===== config.mk =====
export PLATFORM = sky130hd
export DESIGN_NAME = audio_mix_dac
export DESIGN_NICKNAME = d
export VERILOG_FILES = /design/src/rtl/audio_mix_dac.sv
export SDC_FILE = /design/constraint.sdc
export NUM_CORES = 1
export LEC_CHECK = 0
export ABC_AREA = 1
export CAP_MARGIN = 10
export CORE_MARGIN = 4
export CORE_UTILIZATION = 45
export CTS_CLUSTER_DIAMETER = 200
export DETAILED_ROUTE_END_ITERATION = 8
export GPL_ROUTABILITY_DRIVEN = 0
export GPL_TIMING_DRIVEN = 0
export PLACE_DENSITY = 0.65
export SLEW_MARGIN = 20
export SYNTH_ARGS = -nofsm -noshare
export SYNTH_HDL_FRONTEND = slang
export SYNTH_SLANG_ARGS = --single-unit

===== constraint.sdc =====
create_clock -name i_clock -period 9.02 [get_ports i_clock]
set_input_delay 0.902 -clock i_clock [delete_from_list [all_inputs] [get_ports i_clock]]
set_output_delay 0.902 -clock i_clock [all_outputs]
set_load 0.005 [all_outputs]

===== src/rtl/audio_mix_dac.sv =====
// Stereo mixer for NCH unsigned channels feeding two first-order sigma-delta DACs.
// Channels are summed one per clock, scaled by 2^-VOLW and saturated to DW bits.
module audio_mix_dac #(
  parameter int NCH    = 4,
  parameter int DW     = 12,
  parameter int VOLW   = 4,
  parameter int DITHER = 1
) (
  input  logic                 i_clock,
  input  logic                 i_reset,
  input  logic                 i_stb,
  input  logic [NCH*DW-1:0]    i_ch_data,
  input  logic [NCH*VOLW-1:0]  i_ch_vol,
  input  logic [NCH*2-1:0]     i_ch_pan,
  input  logic                 i_mute,
  input  logic                 i_clr,
  output logic                 o_busy,
  output logic                 o_sat,
  output logic                 o_overrun,
  output logic [DW-1:0]        o_level_l,
  output logic [DW-1:0]        o_level_r,
  output logic [1:0]           o_q
);

  localparam int PW = DW + VOLW;
  localparam int AW = PW + $clog2(NCH);
  localparam int IW = (NCH > 1) ? $clog2(NCH) : 1;
  localparam int SW = AW - VOLW;
  localparam logic [SW-1:0] LVL_MAX = SW'({DW{1'b1}});

  typedef enum logic [1:0] {S_IDLE, S_MIX, S_LOAD} state_t;

  state_t                r_state;
  logic [NCH*DW-1:0]     r_data;
  logic [NCH*VOLW-1:0]   r_vol;
  logic [NCH*2-1:0]      r_pan;
  logic [IW-1:0]         r_idx;
  logic [AW-1:0]         r_acc_l;
  logic [AW-1:0]         r_acc_r;
  logic [15:0]           r_lfsr;

  logic [DW-1:0]         w_data [NCH];
  logic [VOLW-1:0]       w_vol  [NCH];
  logic                  w_to_l [NCH];
  logic                  w_to_r [NCH];

  genvar gi;
  generate
    for (gi = 0; gi < NCH; gi++) begin : gen_unpack
      assign w_data[gi] = r_data[gi*DW +: DW];
      assign w_vol[gi]  = r_vol[gi*VOLW +: VOLW];
      assign w_to_l[gi] = r_pan[2*gi];
      assign w_to_r[gi] = r_pan[2*gi+1];
    end
  endgenerate

  logic [PW-1:0] w_prod;
  logic [SW-1:0] w_s_l;
  logic [SW-1:0] w_s_r;
  logic          w_clip_l;
  logic          w_clip_r;

  assign w_prod   = PW'(w_data[r_idx]) * PW'(w_vol[r_idx]);
  assign w_s_l    = r_acc_l[AW-1:VOLW];
  assign w_s_r    = r_acc_r[AW-1:VOLW];
  assign w_clip_l = (w_s_l > LVL_MAX);
  assign w_clip_r = (w_s_r > LVL_MAX);

  always_ff @(posedge i_clock) begin
    if (i_reset) begin
      r_state   <= S_IDLE;
      r_data    <= '0;
      r_vol     <= '0;
      r_pan     <= '0;
      r_idx     <= '0;
      r_acc_l   <= '0;
      r_acc_r   <= '0;
      o_busy    <= 1'b0;
      o_sat     <= 1'b0;
      o_overrun <= 1'b0;
      o_level_l <= '0;
      o_level_r <= '0;
    end else begin
      // busy is high in every non-IDLE state, so it doubles as the overrun qualifier
      if (i_stb && o_busy)
        o_overrun <= 1'b1;
      else if (i_clr)
        o_overrun <= 1'b0;
      if (i_clr)
        o_sat <= 1'b0;

      case (r_state)
        S_IDLE: begin
          if (i_stb) begin
            r_data  <= i_ch_data;
            r_vol   <= i_ch_vol;
            r_pan   <= i_ch_pan;
            r_acc_l <= '0;
            r_acc_r <= '0;
            r_idx   <= '0;
            o_busy  <= 1'b1;
            r_state <= S_MIX;
          end
        end
        S_MIX: begin
          if (w_to_l[r_idx])
            r_acc_l <= r_acc_l + AW'(w_prod);
          if (w_to_r[r_idx])
            r_acc_r <= r_acc_r + AW'(w_prod);
          r_idx <= r_idx + 1'b1;
          if (r_idx == IW'(NCH - 1))
            r_state <= S_LOAD;
        end
        S_LOAD: begin
          o_level_l <= w_clip_l ? {DW{1'b1}} : w_s_l[DW-1:0];
          o_level_r <= w_clip_r ? {DW{1'b1}} : w_s_r[DW-1:0];
          if (w_clip_l || w_clip_r)
            o_sat <= 1'b1;
          o_busy  <= 1'b0;
          r_state <= S_IDLE;
        end
        default: begin
          o_busy  <= 1'b0;
          r_state <= S_IDLE;
        end
      endcase
    end
  end

  always_ff @(posedge i_clock) begin
    if (i_reset)
      r_lfsr <= 16'hACE1;
    else
      r_lfsr <= {r_lfsr[0] ^ r_lfsr[2] ^ r_lfsr[3] ^ r_lfsr[5], r_lfsr[15:1]};
  end

  logic          w_dith;
  logic [DW-1:0] w_lvl [2];

  assign w_dith   = (DITHER != 0) ? r_lfsr[0] : 1'b0;
  assign w_lvl[0] = o_level_l;
  assign w_lvl[1] = o_level_r;

  generate
    for (gi = 0; gi < 2; gi++) begin : gen_sd
      logic [DW-1:0] r_acc;
      logic          r_q;
      logic [DW:0]   w_sum;

      assign w_sum   = {1'b0, r_acc} + {1'b0, w_lvl[gi]} + (DW+1)'(w_dith);
      assign o_q[gi] = r_q;

      // The carry out of the phase accumulator is the output bit
      always_ff @(posedge i_clock) begin
        if (i_reset || i_mute) begin
          r_acc <= '0;
          r_q   <= 1'b0;
        end else begin
          r_acc <= w_sum[DW-1:0];
          r_q   <= w_sum[DW];
        end
      end
    end
  endgenerate

endmodule


==> results of run 1 <==
## synth_stat cells (2+ instances only)
| cell type | instances |
|---|---|
| a32oi_1 | 12 |
| or2_2 | 12 |
| inv_2 | 8 |
| xor2_1 | 11 |
| a21o_1 | 4 |
| o211ai_1 | 3 |
| nand3b_1 | 2 |
| clkbuf_1 | 41 |
| nor3b_1 | 2 |
| a32oi_2 | 2 |
| nor3_1 | 27 |
| nand4_1 | 6 |
| nor2_1 | 287 |
| nand2_2 | 5 |
| ha_1 | 77 |
| nand3_1 | 78 |
| o21a_1 | 6 |
| o21ai_0 | 137 |
| a21oi_1 | 134 |
| nand2_1 | 356 |
| and2_1 | 3 |
| buf_4 | 3 |
| nand2_4 | 2 |
| dfxtp_1 | 181 |
| fa_1 | 26 |
| buf_6 | 4 |
| buf_2 | 6 |
| inv_1 | 185 |
| a211oi_1 | 4 |
| xnor2_1 | 7 |
## state kept, by name, indices dropped and copies added, names as in the netlist
signal,cells
gen_sd.r_acc,24
r_state,2
r_pan,8
r_data,48
r_acc_r,18
o_busy,1
o_overrun,1
o_level_r,12
r_vol,16
r_idx,2
r_acc_l,18
r_lfsr,16
o_level_l,12
gen_sd.r_q,2
o_sat,1
## logic make-up after synthesis
| group | count (synthesis) |
|---|---|
| AOI/OAI and AO/OA | 309 |
| xor gates and xnor gates | 18 |
| adders and majority gates | 103 |
| buffers and inverters | 247 |
| DFF | 181 |
| and+or+nand+nor | 782 |
## tightest hold or removal path: stages (launching register included)
cell and delay [ns]:
dfxtp_1 0.30, inv_1 0.04, nor2_1 0.03
## worst paths after layout
| check | start | to | slack (ns) | cells past startpoint |
|---|---|---|---|---|
| worst max-delay path | r_idx[0] | r_acc_r[17] | 3.31 | 21 |
| worst min-delay path | r_lfsr[4] | r_lfsr[3] | 0.40 | 2 |
| worst max register to register | r_idx[0] | r_acc_r[17] | 3.31 | 21 |
| worst min register to register | r_lfsr[4] | r_lfsr[3] | 0.40 | 2 |
## power by group
group | internal [W] | switching [W] | leakage (nW) | total [W]
sequential | 0.000837 | 0.0000218 | 1.48 | 0.000859
clock | 0.000385 | 0.000385 | 0.298 | 0.000771
combinational | 0.000158 | 0.000272 | 4.25 | 0.000431
## layout make-up
class | instances | area share
Clock inverter | 14 | 0.0135
Tap cell | 324 | 0.0308
Clock buffer | 18 | 0.0333
Sequential cell | 181 | 0.275
Multi-Input combinational cell | 1212 | 0.494
Buffer | 54 | 0.0191
Timing Repair Buffer | 105 | 0.0797
Inverter | 193 | 0.0550
## routing by layer
| layer | track usage | part of all wire | routed length, um |
|---|---|---|---|
| met1 | 0.335 | 0.49 | 14900 |
| met2 | 0.356 | 0.43 | 13200 |
| met3 | 0.0310 | 0.055 | 1670 |
| met4 | 0.0692 | 0.020 | 594 |
| met5 | 0 | 0 | 0 |
## stage by stage
| stage | hold slack (ns) | setup slack [ns] | area [um^2] | utilization |
|---|---|---|---|---|
| CTS | 0.402 | 3.35 | 13200 | 0.542 |
| floorplan | 0.388 | 4.40 | 11100 | - |
| detailed placement | 0.397 | 3.40 | 12600 | 0.517 |
| global route | 0.418 | 2.88 | 13200 | 0.542 |
| global placement | 0.390 | 3.44 | 12600 | 0.517 |
| finish | 0.402 | 3.31 | 13200 | 0.542 |
## cell usage in the layout, fill, tap and decap left out, drive strengths merged
cell type	count
a32o	1
o21bai	1
fa	26
nand4	6
inv	200
nand3b	2
o22ai	1
o211ai	3
o21ai	137
a21oi	134
or2	13
buf	13
clkdlybuf4s50	105
nor2	288
nor3	27
a31oi	1
xor2	11
o2111ai	1
nand3	78
o21a	6
xnor2	7
a32oi	15
nor3b	2
a21o	4
and2	3
o31ai	1
dfxtp	181
clkbuf	59
a211oi	4
ha	77
nand2	363
clkinv	7
==> flow_summary.yaml, run 1 <==
power_and_ir_drop:
  p_per_area_nw_per_um2: 156
  power_w: 0.00206
  peakVddDrop_uv: 99.0
  p_leak_nw: 6.03
detailed_routing:
  viasPerCell: 5.10
  drc: 0
  route.vias.total: 10708
  routedWlPerCell_um: 14.4
  finalWirelength_mm: 30.4
  drtIter0Drc: 671
  first_pass_iters: 6
  drt.antenna.violating_nets: 0
global_route:
  grt_max_degree: 21
  grt_pass1_wl_mm: 50.3
  grt_pass1_vias: 10164
  grt_remaining_overflow: 0
  antenna_found_initial: 0
  grt_use_total: 0.230
clock_network:
  ctsHtreeMaxLevel: 4
  root_buffer: "clkbuf_16"
  cts_setup_buffers: 0
  clock_latency_ns: 0.44
  cts_tree: "yes"
  cts.sinks: 181
  postCtsHoldBufs: 0
  ctsResizeCount: 0
  cts_buffer_depth: 2
  clkSlewWorstSetupHoldPaths_ns: 0.08
  numCtsBuffers: 17
setup_path:
  endpoint_kind: "register"
  critical-path-top-delay-family: "adder cells"
  cpMostUsedCell: "a21oi_1"
  critPathRequiredTime_ns: 9.35
  startpoint_type: "register"
  max_stage_delay_ns: 0.56
  path_cells: "inv_2, buf_2, nand2_1, a32oi_1, nand2_1, fa_1, inv_1, fa_1, inv_1, fa_1, o31ai_1, nand3_1, nand3_1, xor2_1, ha_1, a21oi_1, nor2_1, a21oi_1, a21oi_1, a21oi_1, nor2_1"
  crit_buf_inv: 4
  critPathSlowestCell: "fa_1"
  path_class: "reg2reg"
  cp_max_fo: 10
  crit_arrival_ns: 6.04
sta:
  period_share: 0.633
  timing.final.max_slew_violations: 0
  fin_setup_tns_ns: 0
  relSlewSlack: 0.524
  min_period_ns: 5.71
  fmax_mhz: 175
  report.final.hold_viol_count: 0
  fin_worst_skew_ns: 0.0159
  rsz0062_at_grt: "no"
  worst_slew_pin_slew_ns: 0.714
  setup_viol_count_final: 0
synthesis:
  synth-xor-area-share: 0.0142
  synth_edf_count: 0
  synth.distinct_cells: 39
  synth-simple-area-share: 0.286
  yosysSeqAreaShare: 0.326
  synthFlopType: "dfxtp_1"
  synth_compound_area_frac: 0.153
  syn_nets: 1820
  synth_largest_area_cell: "dfxtp_1"
  synth_top_family_by_area: "simple AND/OR/NAND/NOR gates"
  synth_cells: 1640
  ys_warn_count: 0
  synth_mux_area_frac: 0
  async_reset_ff_frac: 0
  synth_area_per_cell_um2: 6.77
  yosys-top-cells-area: "dfxtp_1 (33%), nand2_1 (12%), nor2_1 (9.7%)"
  syn_area_um2: 11100
  yosysTopAreaCellShare: 0.326
  ys_seq_elements: 181
  synthAdderAreaFrac: 0.134
placement:
  numPortBuffers: 105
  hpwl_mm: 24.3
  dp.cells: 2069
cells_and_area:
  register_area_um2: 3620
  diodes: 0
  multi_input_area_um2: 6510
  fill_cells: 2402
  drive_gt1_frac: 0.0428
  fin_nets: 1944
  area_growth_pct: 18.7
  fin_cells: 2101
outcome:
  outcome: "finished clean"
floorplanning:
  row_count: 57
  die-height_um: 165
  core_area_um2: 24300
  dieWidth_um: 165
  ios: 106
  die_area_um2: 27300
  initial_core_util: 0.457
worst_hold_path:
  hold_path_class: "reg2reg"
flow_run:
  cap_violations: 0
Note: power is estimated with default switching activity, not from simulation.
==> inputs of run 2 (changes only) <==
==> constraint.sdc (replaced) <==
create_clock -name i_clock -period 5.8 [get_ports i_clock]
set_input_delay 0.58 -clock i_clock [delete_from_list [all_inputs] [get_ports i_clock]]
set_output_delay 0.58 -clock i_clock [all_outputs]
set_load 0.005 [all_outputs]
==> run 2 against run 1 <==
Clock-buffer cell count unchanged. Register-to-register slack got worse by 2.9 ns. First-iteration DRC count increased by 2.8%. Largest power group unchanged. Die area unchanged. Worst setup slack got worse by 2.9 ns. Combinational power increased by 56%. Cell count unchanged. Sequential power increased by 56%. Total power increased by 56%. Clock power increased by 56%. Design area increased by 0.18%. Global-route usage unchanged.
==> flow_summary.yaml, run 2 (synthesis gave the netlist of run 1 again) <==
power_and_ir_drop:
  p_seq_frac: 0.417
  p_sw_w: 0.00106
  p_per_area_nw_per_um2: 243
  power_w: 0.00320
  switching_share: 0.329
  p_int_w: 0.00215
  p_clk_frac: 0.373
  combPwrFrac: 0.210
  p_leak_nw: 6.04
  peakVddDrop_uv: 153
sta:
  setup_viol_count_final: 0
  rsz0062_at_grt: "no"
  fin_worst_skew_ns: 0.0142
  min_period_ns: 5.41
  fmax_mhz: 185
  relSlewSlack: 0.512
  period_share: 0.934
  worst_slew_pin_slew_ns: 0.732
  report.final.hold_viol_count: 0
  timing.final.max_slew_violations: 0
  fin_setup_tns_ns: 0
setup_path:
  crit_buf_inv: 5
  path_cells: "buf_6, buf_2, nand2_1, a32oi_1, nand2_1, fa_1, inv_1, fa_1, inv_1, fa_1, o31ai_2, a21oi_1, xnor2_1, ha_1, nand2_1, inv_1, nand2_1, nand2_1, a21oi_1, nand2_1, nand2_1, nand3_1, a21oi_1"
  cp_max_fo: 10
  startpoint_type: "register"
  critical-path-top-delay-family: "adder cells"
  critPathRequiredTime_ns: 6.16
  critPathSlowestCell: "fa_1"
  cpMostUsedCell: "nand2_1"
  endpoint_kind: "register"
  max_stage_delay_ns: 0.56
  path_class: "reg2reg"
  crit_arrival_ns: 5.77
floorplanning:
  core_area_um2: 24300
  die-height_um: 165
  ios: 106
  die_area_um2: 27300
  initial_core_util: 0.457
  dieWidth_um: 165
  row_count: 57
cells_and_area:
  drive_gt1_frac: 0.0461
  area_growth_pct: 18.9
  fill_cells: 2399
  diodes: 0
  final_cell_mix: "nand2_1 (356), nor2_1 (287), inv_1 (185), dfxtp_1 (181), o21ai_0 (137)"
  fin_nets: 1944
  top_register: "r_data"
  reg.largest.list: "r_data (48), gen_sd.r_acc (24)"
  largest_register_ffs: 48
  mostFrequentLayoutCell: "nand2_1"
global_route:
  grt_pass1_wl_mm: 50.3
  grt_max_degree: 21
  grt_remaining_overflow: 0
  antenna_found_initial: 0
  grt_pass1_vias: 10164
  grt_use_total: 0.230
detailed_routing:
  routedWlPerCell_um: 14.4
  drc: 0
  drtIter0Drc: 690
  finalWirelength_mm: 30.3
  route.vias.total: 10681
  first_pass_iters: 7
  drt.antenna.violating_nets: 0
  viasPerCell: 5.08
clock_network:
  root_buffer: "clkbuf_16"
  clock_latency_ns: 0.44
  postCtsHoldBufs: 0
  numCtsBuffers: 17
  cts_tree: "yes"
  cts_buffer_depth: 2
  ctsHtreeMaxLevel: 4
  cts.sinks: 181
  clkSlewWorstSetupHoldPaths_ns: 0.08
outcome:
  outcome: "finished clean"
worst_hold_path:
  hold_path_class: "reg2reg"
placement:
  hpwl_mm: 24.3
  numPortBuffers: 105
flow_run:
  cap_violations: 0
==> run 2: stage by stage <==
| step | setup WS [ns] | hold WS (ns) | instance area, um^2 | instances | utilization |
|---|---|---|---|---|---|
| after floorplan | 1.18 | 0.388 | 11100 | 1640 | - |
| after global placement | 0.222 | 0.390 | 12600 | 2069 | 0.517 |
| after detailed placement | 0.179 | 0.397 | 12600 | 2069 | 0.517 |
| after CTS | 0.130 | 0.402 | 13200 | 2101 | 0.542 |
| after global routing | 0.0152 | 0.418 | 13200 | 2101 | 0.543 |
| final | 0.386 | 0.402 | 13200 | 2101 | 0.543 |
==> run 2: path summary, 6_finish.rpt <==
| kind | startpoint | to | slack, ns | cells after the start |
|---|---|---|---|---|
| setup / recovery | r_idx[0] | r_acc_r[15] | 0.39 | 23 |
| hold / removal | r_lfsr[4] | r_lfsr[3] | 0.40 | 2 |
| setup reg to reg | r_idx[0] | r_acc_r[15] | 0.39 | 23 |
| hold reg to reg | r_lfsr[4] | r_lfsr[3] | 0.40 | 2 |
==> run 2: routing by layer <==
layer	global-route usage	wire, um	share of wire
met1	0.335	15000	0.50
met4	0.0692	633	0.021
met3	0.0310	1530	0.050
met2	0.356	13100	0.43
met5	0	0	0
==> run 2: layout make-up <==
class | instances | area (um^2) | area share
plain buffers | 54 | 255 | 0.0193
clock buffers | 18 | 439 | 0.0333
clock inverters | 14 | 178 | 0.0135
inverters | 193 | 724 | 0.0549
multi-input cells | 1212 | 6530 | 0.494
flip-flops and latches | 181 | 3620 | 0.274
well taps | 324 | 405 | 0.0307
repair buffers | 105 | 1050 | 0.0796
==> run 2: power by group through the flow <==
stage / Combinational, W / Clock (W) / Sequential, W
global route: 0.000763 / 0.00126 / 0.00134
global placement: 0.000650 / 0 / 0.00136
finish: 0.000672 / 0.00120 / 0.00134
CTS: 0.000667 / 0.00122 / 0.00133
floorplan: 0.000451 / 0 / 0.00135
detailed placement: 0.000664 / 0 / 0.00136
==> run 2: worst min-delay path, delay by kind of cell, from the launching register on <==
kind          cells  cell delay (ns)
buf+inv           1             0.04
simple gates      1             0.03
flops             1             0.30
==> run 2: timing repair <==
item | CTS | global route
endpoints found under the setup margin | 0 | 13
buffers inserted | 0 | 0
gates resized for setup | 0 | 9
